[src/rtl/sram_controller.sv]
// sram_controller: serves 32-bit data-memory requests as two 16-bit accesses to an async SRAM
// Optional feature macro: SRAM_READ_BUFFER_EN (one-entry read buffer; reads of the held word hit in IDLE)
// Ports:
//   clk, rst                 clock, synchronous active-low reset
//   wrEn, rdEn               request levels, held by the pipeline while ready=0
//   address, writeData       byte address and store data
//   readData                 last completed read word
//   ready                    1 = no access pending / access finishing this cycle
//   sramAddress              halfword address to SRAM
//   sramDqOut/sramDqIn       SRAM data out/in, sramDqOe enables the driver
//   sramWeN                  SRAM write strobe, active low
module sram_controller #(
    parameter int BASE_ADDR   = 1024,
    parameter int ADDR_W      = 18,
    parameter int WAIT_CYCLES = 1
) (
    input  logic              clk,
    input  logic              rst,
    input  logic              wrEn,
    input  logic              rdEn,
    input  logic [31:0]       address,
    input  logic [31:0]       writeData,
    output logic [31:0]       readData,
    output logic              ready,
    output logic [ADDR_W-1:0] sramAddress,
    output logic [15:0]       sramDqOut,
    input  logic [15:0]       sramDqIn,
    output logic              sramDqOe,
    output logic              sramWeN
);
    localparam int CW = $clog2(WAIT_CYCLES + 1);
    localparam logic [CW-1:0] CNT_MAX = CW'(WAIT_CYCLES);
    typedef enum logic [1:0] {IDLE, LO, HI, DONE} state_t;
    state_t state, state_next;
    logic [CW-1:0] cnt, cnt_next;
    logic [31:0] offset;
    logic [ADDR_W-2:0] widx, widx_q;
    logic [31:0] wdata_q;
    logic [15:0] lo_buf;
    logic wr_q, last, req, hit, start, unused;
    assign offset = address - 32'(BASE_ADDR);
    // Taking only [ADDR_W:2] makes out-of-range addresses wrap on the word index
    assign widx = offset[ADDR_W:2];
    assign unused = &{1'b0, offset[31:ADDR_W+1], offset[1:0]};
    assign last = cnt == CNT_MAX;
    assign req = rdEn | wrEn;
    assign start = state == IDLE && req && !hit;
`ifdef SRAM_READ_BUFFER_EN
    logic [ADDR_W-2:0] tag;
    logic valid;
    assign hit = rdEn && !wrEn && valid && tag == widx;
`else
    assign hit = 1'b0;
`endif
    always_ff @(posedge clk) begin
        if (!rst) begin
            state <= IDLE;
            cnt   <= '0;
        end else begin
            state <= state_next;
            cnt   <= cnt_next;
        end
    end
    always_comb begin
        state_next = state;
        cnt_next   = cnt;
        ready      = 1'b0;
        sramDqOe   = 1'b0;
        sramWeN    = 1'b1;
        sramDqOut  = 16'h0;
        case (state)
            IDLE: begin
                ready = ~req | hit;
                if (start) begin
                    state_next = LO;
                    cnt_next   = '0;
                end
            end
            LO, HI: begin
                sramDqOe  = wr_q;
                // Last count of each half is a hold cycle with the strobe released
                sramWeN   = ~(wr_q & ~last);
                sramDqOut = wr_q ? (state == HI ? wdata_q[31:16] : wdata_q[15:0]) : 16'h0;
                cnt_next  = last ? '0 : cnt + CW'(1);
                if (last) state_next = state == LO ? HI : DONE;
            end
            default: begin
                ready      = 1'b1;
                state_next = IDLE;
            end
        endcase
    end
    always_ff @(posedge clk) begin
        if (!rst) begin
            readData    <= '0;
            sramAddress <= '0;
            widx_q      <= '0;
            wdata_q     <= '0;
            wr_q        <= 1'b0;
            lo_buf      <= '0;
`ifdef SRAM_READ_BUFFER_EN
            tag         <= '0;
            valid       <= 1'b0;
`endif
        end else begin
            if (start) begin
                widx_q      <= widx;
                wdata_q     <= writeData;
                wr_q        <= wrEn;
                sramAddress <= {widx, 1'b0};
            end
            if (state == LO && last) begin
                sramAddress <= {widx_q, 1'b1};
                if (!wr_q) lo_buf <= sramDqIn;
            end
            if (state == HI && last) begin
                if (!wr_q) readData <= {sramDqIn, lo_buf};
`ifdef SRAM_READ_BUFFER_EN
                if (!wr_q) begin
                    tag   <= widx_q;
                    valid <= 1'b1;
                end else if (valid && tag == widx_q) begin
                    readData <= wdata_q;
                end
`endif
            end
        end
    end
endmodule

[config.mk]
export PLATFORM = sky130hd
export DESIGN_NAME = sram_controller
export DESIGN_NICKNAME = d
export VERILOG_FILES = /design/src/rtl/sram_controller.sv
export SDC_FILE = /design/constraint.sdc
export NUM_CORES = 1
export LEC_CHECK = 0
export ABC_CLOCK_PERIOD_IN_PS = 1700
export BUFFER_PORTS_ARGS = -buffer_cell sky130_fd_sc_hd__buf_2
export CELL_PAD_IN_SITES_DETAIL_PLACEMENT = 1
export CELL_PAD_IN_SITES_GLOBAL_PLACEMENT = 2
export CORE_MARGIN = 2
export CORE_UTILIZATION = 29
export DETAILED_ROUTE_END_ITERATION = 16
export PLACE_DENSITY = 0.8
export SETUP_SLACK_MARGIN = 0.15
export SLEW_MARGIN = 40
export SYNTH_ARGS = -nofsm -noshare
export SYNTH_HDL_FRONTEND = slang
export SYNTH_SLANG_ARGS = --single-unit
[constraint.sdc]
create_clock -name clk -period 1.7 [get_ports clk]
set_input_delay 0.34 -clock clk [delete_from_list [all_inputs] [get_ports clk]]
set_output_delay 0.34 -clock clk [all_outputs]
set_load 0.01 [all_outputs]
==> results.txt, run 1 <==
The run finished, with violations left. The final reports fail on setup timing. The total standard cell area after synthesis is 4910 um^2. Data arrives at the worst endpoint at 1.62 ns. The async set-reset flop share out of synthesis is 0. The clock slew at the register clock pins of the worst setup and hold paths is 0.05 ns. In the final routed layout, each cell accounts on average for 16.29 um.

In the routed design, unresolved DRC markers number 0. The portion of the clock cycle consumed by the worst path in the final layout is 1.151. The number of warnings printed during yosys synthesis came out at 0. The synthesized netlist cell count is 584. The synthesized design spends more area on one cell type than any other, namely sky130_fd_sc_hd__dfxtp_1. The areal power density over the cells came out at 1314 nW/um^2.

The area growth from synthesis to layout came out at 53.03%. The via count of the first global-routing pass is 4,688. The nature of the critical path endpoint is a primary output.

In the global route stage, met3 resource usage came out at 0.05442. The number of standard cells in the final layout excluding fillers is just under 1,000. The area of the multi-input gates came out at slightly below 3000 um^2. The per-instance average area after synthesis came out at 8.407 um^2. Of the total power, the clock network draws 0.352.

Across all setup checks in the final design, the least slack found is -0.2575 ns. The number of levels in the clock H-tree came out at 4. For this run, the share of the core covered by cells in the final layout is 0.4531. The worst setup path is launched from a flop. The largest individual stage delay along the critical path comes from the cell sky130_fd_sc_hd__dfxtp_4. At the later pin of the worst-skew pair, clock insertion delay measures a little over 0.4 ns. The synthesized netlist net count came out at 674. The overall global routing resource usage is 0.1631. The routability-driven placement congestion ratio came out at 0.7716. The number of I/O pins is roughly 150. The total of buffers placed on input and output ports came out at 137.

The achievable frequency came out at 510.9 MHz. The overflow left after global routing is 0. The core outline area came out at 16,580 um^2. The switching power total is 3072 uW. The number of enable flip-flop cells after synthesis came out at 0. The number of antenna violations at the first check in global routing is 2. The largest net degree at the start of global routing came out at 65.

After detailed routing, the number of vias per cell comes to 4.782. The time the worst path needs with I/O delays and setup came out at 1.958 ns. The area of the die came out at 17,990 um^2. VDD sags by at most roughly 0.75 mV. At the pin with the least slew margin, the transition time is 0.4462 ns. The setup skew after layout came out at 0.007761 ns. The share of the yosys chip area belonging to registers came out at 0.4852.

CTS saw 119 sinks. The starting density of the core is 0.2961. The die extent in y is 134.1 um. In the synthesized netlist the dominant register cell turns out to be sky130_fd_sc_hd__dfxtp_1. In the global route stage, met1 resource usage came out at 0.1993. The number of fillers in the final layout came out at between 1,500 and 2,000. The CTS tree is yes. Of the total power, combinational logic draws 0.287. The number of diodes came out at 0. The final count of hold timing violations came out at 0. The die boundary width is 134.1 um. The number of clock buffers added by TritonCTS is 17. The largest stage delay on the critical path came out at 0.38 ns.

In this run the worst hold path is classified as in2reg. The iteration count of the initial detailed-routing pass is 4. The iteration-0 DRC count of the detailed router came out at around 150. The placed wire-length estimate after detailed placement is 9512 um. The fraction of layout instances using a drive strength above 1 is 0.4163.

The total power draw is between 9000 and 10,000 uW. The relative slew slack is 0.7001. The share of total power dissipated in sequential elements is 0.362. The total via count in the routed design came out at around 4,600. The worst endpoint required time is 1.36 ns. The number of nets with antenna violations after detailed routing is 0.

The internal power contribution is 6802 uW. The reported max-cap violation count is 0. The portion of synthesized cell area occupied by the leading cell type came out at 0.4852. The area of all sequential standard cells came out at roughly 2400 um^2.

The register bit total from synthesis came out at 119. The maximum fanout encountered on the critical timing path is 6. The first global-routing pass estimated around 23,000 um of wire. The number of pins exceeding their max-slew limit in the final report is 0. The cell at the root of the clock tree is sky130_fd_sc_hd__clkbuf_16. The critical path goes through inv_4 -> ha_4 -> nand2_8 -> buf_8 -> nor2_2 -> buf_2.

In this run the static leakage power is 0.003026 uW. The count of endpoints failing setup in the final report came out at 19. The row count came out at 47.

The total number of nets in the final design came out at just over 800. The critical path in this run is classified as reg2out. The total instance count after detailed placement is 916. The switching fraction of total power is 0.3111. Setup repair after global routing could not meet its margin everywhere. The global-route layer with the greatest usage is met2. The total detailed-routing wirelength is 15,760 um. After synthesis, the cell types taking the most area are sky130_fd_sc_hd__dfxtp_1 49%, sky130_fd_sc_hd__nand2_1 15%, sky130_fd_sc_hd__a21boi_0 12%. The count of cell types in the netlist came out at 39.

The maximum clock path buffer count came out at 2. The global-route track usage on met2 came out at 0.2704.
[layout by cell type (no fill, tap or decap), types with 13 or more instances in the layout]
| master | Yosys | routed |
|---|---|---|
| sky130_fd_sc_hd__o21ai_0 | 16 | 16 |
| sky130_fd_sc_hd__a21boi_1 | 14 | 32 |
| sky130_fd_sc_hd__clkbuf_16 | 0 | 21 |
| sky130_fd_sc_hd__a21boi_0 | 80 | 45 |
| sky130_fd_sc_hd__buf_4 | 0 | 13 |
| sky130_fd_sc_hd__nand2_4 | 0 | 22 |
| sky130_fd_sc_hd__buf_2 | 19 | 127 |
| sky130_fd_sc_hd__nand2_2 | 0 | 15 |
| sky130_fd_sc_hd__a21boi_2 | 0 | 17 |
| sky130_fd_sc_hd__dfxtp_1 | 119 | 117 |
| sky130_fd_sc_hd__nor2_1 | 29 | 15 |
| sky130_fd_sc_hd__nand2_1 | 199 | 161 |
| sky130_fd_sc_hd__buf_6 | 0 | 19 |
[final timing paths]
path | startpoint | to | slack [ns] | cells after the start
setup reg to reg | state[0]$_SDFFE_PN0P_ | readData[27]$_SDFFE_PN0P_ | 0.01 | 9
hold reg to reg | lo_buf[10]$_SDFFE_PN0P_ | readData[10]$_SDFFE_PN0P_ | 0.45 | 2
hold / removal | writeData[14] | wdata_q[14]$_SDFFE_PN0P_ | 0.18 | 3
setup / recovery | state[1]$_SDFFE_PN0P_ | sramDqOut[12] | -0.26 | 6
[final cells by class]
type,instances,share of cell area
sequential,119,0.3177
clock inverter,4,0.009326
tap,220,0.03664
inverter,6,0.003664
timing repair buffer,177,0.1774
clock buffer,24,0.06545
multi-input combinational,417,0.3898
[synth_stat cells, types with 3 or more instances]
| cell | instances |
|---|---|
| sky130_fd_sc_hd__xnor2_1 | 3 |
| sky130_fd_sc_hd__mux2i_1 | 17 |
| sky130_fd_sc_hd__o211ai_1 | 3 |
| sky130_fd_sc_hd__a31oi_1 | 10 |
| sky130_fd_sc_hd__inv_1 | 6 |
| sky130_fd_sc_hd__a21boi_0 | 80 |
| sky130_fd_sc_hd__buf_2 | 19 |
| sky130_fd_sc_hd__clkbuf_1 | 19 |
| sky130_fd_sc_hd__o21ai_0 | 16 |
| sky130_fd_sc_hd__ha_1 | 6 |
| sky130_fd_sc_hd__buf_1 | 4 |
| sky130_fd_sc_hd__a21oi_1 | 5 |
| sky130_fd_sc_hd__nand3_1 | 4 |
| sky130_fd_sc_hd__nor2_1 | 29 |
| sky130_fd_sc_hd__nand2_1 | 199 |
| sky130_fd_sc_hd__o211a_1 | 3 |
| sky130_fd_sc_hd__dfxtp_1 | 119 |
| sky130_fd_sc_hd__a21boi_1 | 14 |
[state kept, by name (all words and copies together) (netlist names)]
register / count
lo_buf: 16
wr_q: 1
sramAddress: 18
state: 2
cnt: 1
widx_q: 17
readData: 32
wdata_q: 32
[timing repair]
action	4_1_cts	5_1_grt
hold buffers	0	0
pin swaps	12	75
gates cloned	2	5
endpoints found under the hold margin	0	0
gates resized for setup	38	158
setup buffers	10	6
endpoints found under the setup margin	87	97
[through the flow]
| stage | setup TNS, ns | hold slack, ns | setup slack, ns | instance area, um^2 |
|---|---|---|---|---|
| 4_1_cts | -4.322 | 0.1651 | -0.2554 | 6802 |
| 3_5_place_dp | -0.1581 | 0.4496 | -0.02267 | 5969 |
| 3_3_place_gp | -0.002787 | 0.4384 | -0.002787 | 5969 |
| 6_report | -4.345 | 0.1786 | -0.2575 | 7513 |
| 5_1_grt | -6.186 | 0.1692 | -0.3141 | 7513 |
| 2_1_floorplan | 0 | 0.4310 | 0.1431 | 4982 |
[logic make-up (layout without fill, tap and decap cells)]
kind of cell,count (synthesis),count (layout),synth area share
flops,119,119,0.4852
buf+inv,48,211,0.04154
fa+ha+maj,6,6,0.01529
simple gates,248,248,0.2069
compound gates,142,142,0.2092
mux,17,17,0.03466
xor+xnor,4,4,0.007137
[metal layers]
metal / up-vias / wire length, um
li1: 2253 / -
met4: 2 / 181
met5: - / 11
met3: 17 / 876
met1: 2242 / 6903
met2: 110 / 7783
[power groups by stage]
stage / clock network (uW) / registers, uW / logic [uW]
after floorplan: 0 / 3530 / 1390
final: 3470 / 3570 / 2830
after global placement: 0 / 3510 / 2170
after detailed placement: 0 / 3540 / 2250
after global routing: 3710 / 3630 / 3120
after CTS: 3540 / 3510 / 2530
[worst max-delay path, delay by kind of cell (launching register included)]
family | cells | cell delay [ns]
flip-flops | 1 | 0.38
buffers and inverters | 3 | 0.35
AND/OR/NAND/NOR | 2 | 0.18
adder cells (fa/ha/maj) | 1 | 0.29
Power figures use the tool's default switching activity.
==> run 2: changes to the inputs <==
- CORE_UTILIZATION: 29 -> 30
- CTS_BUF_LIST: not set -> sky130_fd_sc_hd__clkbuf_4
- PLACE_DENSITY: 0.8 -> 0.83
- REMOVE_ABC_BUFFERS: not set -> 1
==> run 2 against run 1 <==
The run still ends with setup timing left; worst setup slack worse by 0.15 ns; global-route usage up 0.48 points; cell count down 0.21%; non-clock buffer count down 4; wire length down 6.0%; hold slack worse by 0.13 ns; utilization down 3.2 points; sequential power down 2%; sequential cell count unchanged; via count down 0.65%; critical endpoint is now sramDqOut[10]; largest power group unchanged.
==> results.txt, run 2 (synthesized netlist as in run 1, its figures left out) <==
The arrival time of the worst setup path was 1.77 ns (+0.15 ns). The largest net degree at the start of global routing came out at 49 (-25%). The average wire length per cell after detail routing came out at 15.35 um (-5.8%).

The fraction of layout instances using a drive strength above 1 is 0.3249 (-0.09147). The checks that failed: setup timing. The die boundary width is 131.9 um (-1.6%). The starting density of the core is 0.3080 (+0.01190). The number of fillers in the final layout came to 1,952 (+2.5%). The area growth from synthesis to layout is 36.77%. The maximum fanout encountered on the critical timing path is 7 (+1).

The via count of the first global-routing pass came out at 4,881 (+4.1%). The relative slew slack was 0.6697 (-0.03035). Setup repair after global routing could not meet its margin everywhere.

In this run the worst hold path is classified as in2reg. The clock slew at the register clock pins of the worst setup and hold paths was 0.10 ns (+0.05 ns). The total detailed-routing wirelength came out at 14,810 um (-6.0%). The largest stage delay on the critical path is 0.37 ns (about the same). The time the worst path needs with I/O delays and setup came to 2.107 ns (+0.1492 ns).

The iteration-0 DRC count of the detailed router came out at 111 (-24%). The transition time of the tightest slew-check pin is 0.4936 ns (+0.04737 ns). The clock net sink count was 119 (unchanged). The critical path goes through buf_6 -> ha_4 -> buf_12 -> mux2i_2 -> nor2_1 -> buf_2.

The maximum clock path buffer count came out at 2 (unchanged). The die extent in y was 131.9 um (-1.6%). The total via count in the routed design came out at 4,594 (-0.65%). The number of antenna violations at the first check in global routing is 1 (-1). The setup skew after layout is 0.01489 ns (+0.007133 ns). The portion of the clock cycle consumed by the worst path in the final layout is 1.239 (+0.08777). The total number of nets in the final design is 825 (-0.36%).

The row count is 46 (-2.1%). The area of the die is 17,410 um^2 (-3.2%). The core outline area came out at 15,940 um^2 (-3.9%). The worst setup path is captured at a primary output. The routability-driven placement congestion ratio is 0.7649 (-0.87%).

The run finished, with violations left. The count of endpoints failing setup in the final report came out at 35 (+16). The highest ir drop seen on vdd is 0.4703 mV (-37%). The number of buffers and inverters on the critical path is 3 (unchanged).

Leaving out fill and tap cells, the most frequent cell in the layout is sky130_fd_sc_hd__nand2_1. The wire length of the first global-routing pass came to 23,610 um (+0.85%). The reported max-cap violation count is 0 (unchanged). The number of I/O pins came out at 153 (unchanged). The area of the multi-input gates is 2520 um^2 (-14%).

The worst setup path is launched from a flop. The total cell area at the placement stage was 5974 um^2 (about the same). The clock latency at the later pin of the worst-skew pair is 0.53 ns (+0.12 ns).

The placed wire-length estimate after detailed placement is 9629 um (+1.2%). The overall global routing resource usage is 0.1678 (+0.004758). The areal power density over the cells came out at 1239 nW/um^2 (-5.7%).

The number of vias per cell after detailed routing came to 4.761 (-0.44%). The number of nets with antenna violations after detailed routing is 0 (unchanged). The cell area after layout came to 6715 um^2 (-11%). The number of levels in the clock H-tree is 4 (unchanged). Among all stages on the critical path, the largest delay is contributed by sky130_fd_sc_hd__dfxtp_2. The total of buffers placed on input and output ports is 137 (unchanged). The top cell types in the final layout, fill and taps aside, are 195 x sky130_fd_sc_hd__nand2_1, 134 x sky130_fd_sc_hd__buf_2, 117 x sky130_fd_sc_hd__dfxtp_1. The post-placement worst setup slack is 0.004647 ns (+0.02732 ns). In the final layout, the registers with the most flip-flops are readData (32), wdata_q (32), sramAddress (18). The area of all sequential standard cells came out at 2387 um^2 (unchanged).

The slack of the critical path came out at -0.4067 ns (-0.1492 ns). The standby leakage power is 0.002795 uW (-7.6%). The remaining design rule violation count came out at 0 (unchanged). The number of pins exceeding their max-slew limit in the final report came out at 0 (unchanged).

The worst endpoint required time is 1.36 ns (about the same). The overflow left after global routing is 0 (unchanged). TritonCTS built the clock tree. The total clock buffers created by CTS was 17 (unchanged).

The number of buffers inserted for hold repair after clock tree synthesis is 0 (unchanged). The setup path with the least slack is of type reg2out. The final count of hold timing violations was 0 (unchanged). The iteration count of the initial detailed-routing pass is 4 (unchanged).

The achievable frequency came out at 474.7 MHz (-7.1%). Grouping stages by cell kind, the critical path spends the most delay in buffers and inverters. The root buffer cell chosen for the clock tree is sky130_fd_sc_hd__clkbuf_4.
[run 2: cell count changes in the layout (fill, tap and decap cells not counted), sizes merged]
cell	change
diode	+1
clkinv	+6
clkinvlp	+2
o21ai	+1
buf	-4
clkbuf	-6
bufbuf	+2
[run 2: layout make-up]
class	instances	share of cell area
flip-flops and latches	119	0.3555
repair buffers	173	0.1861
clock inverters	12	0.01640
multi-input cells	418	0.3753
inverters	6	0.003726
clock buffers	20	0.02236
diodes	1	0.0003726
well taps	216	0.04025
[run 2: tightest hold or removal path, cell delays in order]
cell	delay (ns)
sky130_fd_sc_hd__buf_2	0.10
sky130_fd_sc_hd__nand2_1	0.05
sky130_fd_sc_hd__a21boi_1	0.05
[run 2: final timing paths]
check,from,end,slack (ns),depth (start not counted)
max,state[1]$_SDFFE_PN0P_,sramDqOut[10],-0.41,6
min,writeData[28],wdata_q[28]$_SDFFE_PN0P_,0.05,3
max reg2reg,state[1]$_SDFFE_PN0P_,readData[6]$_SDFFE_PN0P_,-0.03,8
min reg2reg,lo_buf[4]$_SDFFE_PN0P_,readData[4]$_SDFFE_PN0P_,0.44,2
[run 2: report_power, final]
part	switching, uW	internal, uW
sequential	278	3230
clock	1040	890
combinational	1520	1360
total	2840	5480
[run 2: stage by stage]
step	setup TNS, ns	hold WS [ns]	total power [uW]	std cells	util
floorplan	-84.60	0.4310	4688	542	-
global placement	0	0.4352	5657	915	0.3747
detailed placement	0	0.4488	5789	915	0.3747
CTS	-7.912	0.003682	8004	954	0.4059
global route	-10.46	0.001597	8882	965	0.4212
finish	-7.194	0.04876	8320	965	0.4212
[run 2: repair_timing]
item,in CTS,in global routing
cloned,3,4
buffers inserted,4,6
setup endpoints to repair,123,93
gates resized for setup,31,47
pin swaps,4,8
[run 2: metal layers]
| metal | track usage | vias up | wire (um) |
|---|---|---|---|
| met2 | 0.2786 | 128 | 7161 |
| met5 | 0 | - | 0 |
| met4 | 0.06824 | 0 | 265 |
| met1 | 0.1996 | 2196 | 6454 |
| met3 | 0.05575 | 23 | 926 |
| li1 | - | 2247 | - |
==> run 3: changes to the inputs <==
- CORE_UTILIZATION: 30 -> 29
- CTS_BUF_LIST: sky130_fd_sc_hd__clkbuf_4 -> not set
- PLACE_DENSITY: 0.83 -> 0.8
==> run 3 against run 2 <==
Largest cell class unchanged; register-to-register slack lost 0.21 ns; highest routed layer is now met5; sequential cell count unchanged; power is 27% higher; clock skew shrank 0.0066 ns; final area up 17%; wire length increased by 11%; sequential share of layout area shrank 5.1 points; the run still ends with setup timing left; worst setup slack improved by 0.11 ns; sequential power up 2%; maximum frequency up 5.3%; non-clock buffer count is 22 higher.
==> results.txt, run 3 (synthesized netlist as in run 1, its figures left out) <==
The logic depth of the worst register-to-register path came to 12 (+4). The clock slew at the register clock pins of the worst setup and hold paths was 0.06 ns (-0.04 ns). The die boundary width is 134.1 um (+1.7%). The total of buffers placed on input and output ports is 137 (unchanged).

The number of levels in the clock H-tree came out at 4 (unchanged). The fraction of layout instances using a drive strength above 1 is 0.4330 (+0.1082). The total detailed-routing wirelength came out at 16,450 um (+11%). In this run the clock root is driven by a sky130_fd_sc_hd__clkbuf_16. The count of endpoints failing setup in the final report is 51 (+46%).

The wire length of the first global-routing pass was 24,330 um (+3.0%). In the layout the commonest cells are 162 x sky130_fd_sc_hd__nand2_1, 129 x sky130_fd_sc_hd__buf_2, 117 x sky130_fd_sc_hd__dfxtp_1. The checks that failed: setup timing.

The critical path in this run is classified as reg2out. The cell area after layout is 7836 um^2 (+17%). The overall global routing resource usage is 0.1712 (+0.003382). The relative slew slack is 0.6498 (-0.01993).

The clock network power share is 0.369 (+0.137). The setup skew after layout came to 0.008294 ns (-0.006600 ns). Setup repair after global routing could not meet its margin everywhere. The total cell area at the placement stage came out at 5995 um^2 (+0.34%). The routability-driven placement congestion ratio was 0.7478 (-2.2%). The reported max-cap violation count is 0 (unchanged). The worst endpoint required time came out at 1.36 ns (about the same).

The iteration count of the initial detailed-routing pass is 4 (unchanged). The proportion of power drawn by combinational gates came out at 0.291 (-0.054). The number of vias per cell after detailed routing came out at 4.805 (+0.93%). TritonCTS built the clock tree.

The clock latency at the later pin of the worst-skew pair is 0.41 ns (-0.12 ns). The maximum fanout encountered on the critical timing path is 7 (unchanged). In the final layout, the registers with the most flip-flops are readData (32), wdata_q (32), sramAddress (18).

The starting density of the core came to 0.2961 (-0.01190). The number of nets with antenna violations after detailed routing came to 0 (unchanged). The number of diodes came to 0 (-1). The total number of nets in the final design came out at 846 (+2.5%). The number of pins exceeding their max-slew limit in the final report is 0 (unchanged). The path class of the lowest-slack min-delay path is in2reg. The total clock buffers created by CTS is 17 (unchanged). The highest ir drop seen on vdd is 0.6701 mV (+42%). The maximum clock path buffer count came out at 2 (unchanged). The transition time of the tightest slew-check pin is 0.5246 ns (+0.03105 ns). The flow ran to the end, but the final reports show violations. The achievable frequency was 499.6 MHz (+5.3%).

The worst hold path begins at writeData[26]. The switching power total came out at 3260 uW (+15%). The number of buffers inserted for hold repair after clock tree synthesis is 0 (unchanged). The internal power contribution came out at 7267 uW (+33%). The arrival time of the worst setup path was 1.66 ns (-0.11 ns).

The core outline area is 16,580 um^2 (+4.0%). The startpoint type of the worst setup path is a flop. The number of antenna violations at the first check in global routing came out at 2 (+1). The worst setup path is captured at a primary output.

The area of the die came to 17,990 um^2 (+3.3%). The iteration-0 DRC count of the detailed router is 123 (+11%). The standby leakage power is 0.003430 uW (+23%). The area growth from synthesis to layout is 59.61%. The total instance count after detailed placement is 921 (+0.66%).

The switching fraction of total power came out at 0.3097 (-0.03170). The largest net degree at the start of global routing came out at 53 (+8.2%). The number of I/O pins came out at 153 (unchanged). The areal power density over the cells was 1343 nW/um^2 (+8.4%). The time the worst path needs with I/O delays and setup is 2.002 ns (-0.1052 ns). The overflow left after global routing is 0 (unchanged). Leaving out fill and tap cells, the most frequent cell in the layout is sky130_fd_sc_hd__nand2_1. The startpoint identified for the worst register-to-register timing path is state[0]$_SDFFE_PN0P_. The via count of the first global-routing pass came out at 4,898 (+0.35%). The clock net sink count is 119 (unchanged). Tracing the worst setup path back leads to its startpoint at state[0]$_SDFFE_PN0P_.

The number of standard cells in the final layout excluding fillers is 989 (+2.5%). The final count of hold timing violations is 0 (unchanged). The sequential group share of total power came to 0.340 (-0.082).

The slack of the critical path came to -0.3015 ns (+0.1052 ns). The average wire length per cell after detail routing is 16.63 um (+8.4%). The number of stages on the worst hold path came out at 3 (unchanged). The post-placement worst setup slack is -0.04231 ns (-0.04696 ns). The die extent in y is 134.1 um (+1.7%). The remaining design rule violation count came to 0 (unchanged). The total via count in the routed design is 4,752 (+3.4%). The portion of the clock cycle consumed by the worst path in the final layout was 1.177 (-0.06190).

The placed wire-length estimate after detailed placement is 9900 um (+2.8%). The row count is 47 (+2.2%).
==> run 3: changes by cell type in the layout (fill, tap and decap cells not counted), moves of 11 or more <==
cell	before	now
sky130_fd_sc_hd__a21boi_0	60	47
sky130_fd_sc_hd__a21boi_2	1	13
sky130_fd_sc_hd__nor2_1	27	14
sky130_fd_sc_hd__clkbuf_4	20	0
sky130_fd_sc_hd__buf_4	9	20
sky130_fd_sc_hd__nand2_1	195	162
sky130_fd_sc_hd__clkbuf_16	2	24
sky130_fd_sc_hd__nand2_4	0	23
==> run 3: power by group through the flow <==
stage	clock network, uW	logic, uW	registers, uW
after detailed placement	0	2250	3540
after floorplan	0	1150	3540
after global routing	4130	3330	3640
after CTS	3980	2570	3530
after global placement	0	2160	3500
final	3890	3060	3580
==> run 3: critical path, cell delays in order (launching register included) <==
cell	delay, ns
sky130_fd_sc_hd__dfxtp_4	0.35
sky130_fd_sc_hd__inv_4	0.07
sky130_fd_sc_hd__ha_4	0.20
sky130_fd_sc_hd__buf_12	0.16
sky130_fd_sc_hd__mux2i_1	0.27
sky130_fd_sc_hd__nor2_2	0.06
sky130_fd_sc_hd__buf_2	0.14
==> run 3: layer usage <==
layer  vias up  track usage  share of wire
li1       2298            -              -
met3        22      0.05707          0.061
met5         -            0        0.00079
met4         2      0.05497          0.013
met1      2306       0.1956           0.41
met2       124       0.3017           0.51
==> run 3: layout make-up <==
cell class / count / area (um^2)
fillers: 1892 / 8747
multi-input cells: 417 / 2900
flip-flops and latches: 119 / 2390
repair buffers: 195 / 1600
clock buffers: 21 / 470.5
well taps: 220 / 275.3
clock inverters: 11 / 170.2
inverters: 6 / 30.03
==> run 3: path summary, 6_finish.rpt <==
check | end | slack [ns]
max | sramDqOut[12] | -0.30
min reg2reg | readData[1]$_SDFFE_PN0P_ | 0.45
min | wdata_q[26]$_SDFFE_PN0P_ | 0.17
max reg2reg | readData[3]$_SDFFE_PN0P_ | -0.24
==> run 3: stage by stage <==
stage                 util  total power [uW]  setup TNS, ns  hold slack, ns
floorplan                -              4688         -84.60          0.4310
global placement    0.3615              5661              0          0.4343
detailed placement  0.3615              5786        -0.2974          0.4490
CTS                 0.4269             10080         -7.925          0.1530
global route        0.4725             11100         -16.14          0.1582
finish              0.4725             10530         -11.59          0.1744
==> run 3: timing repair <==
action / 4_1_cts / 5_1_grt
pin swaps: 21 / 50
gates cloned: 5 / 8
endpoints found under the setup margin: 97 / 87
buffers inserted: 10 / 13
resized for setup: 98 / 120
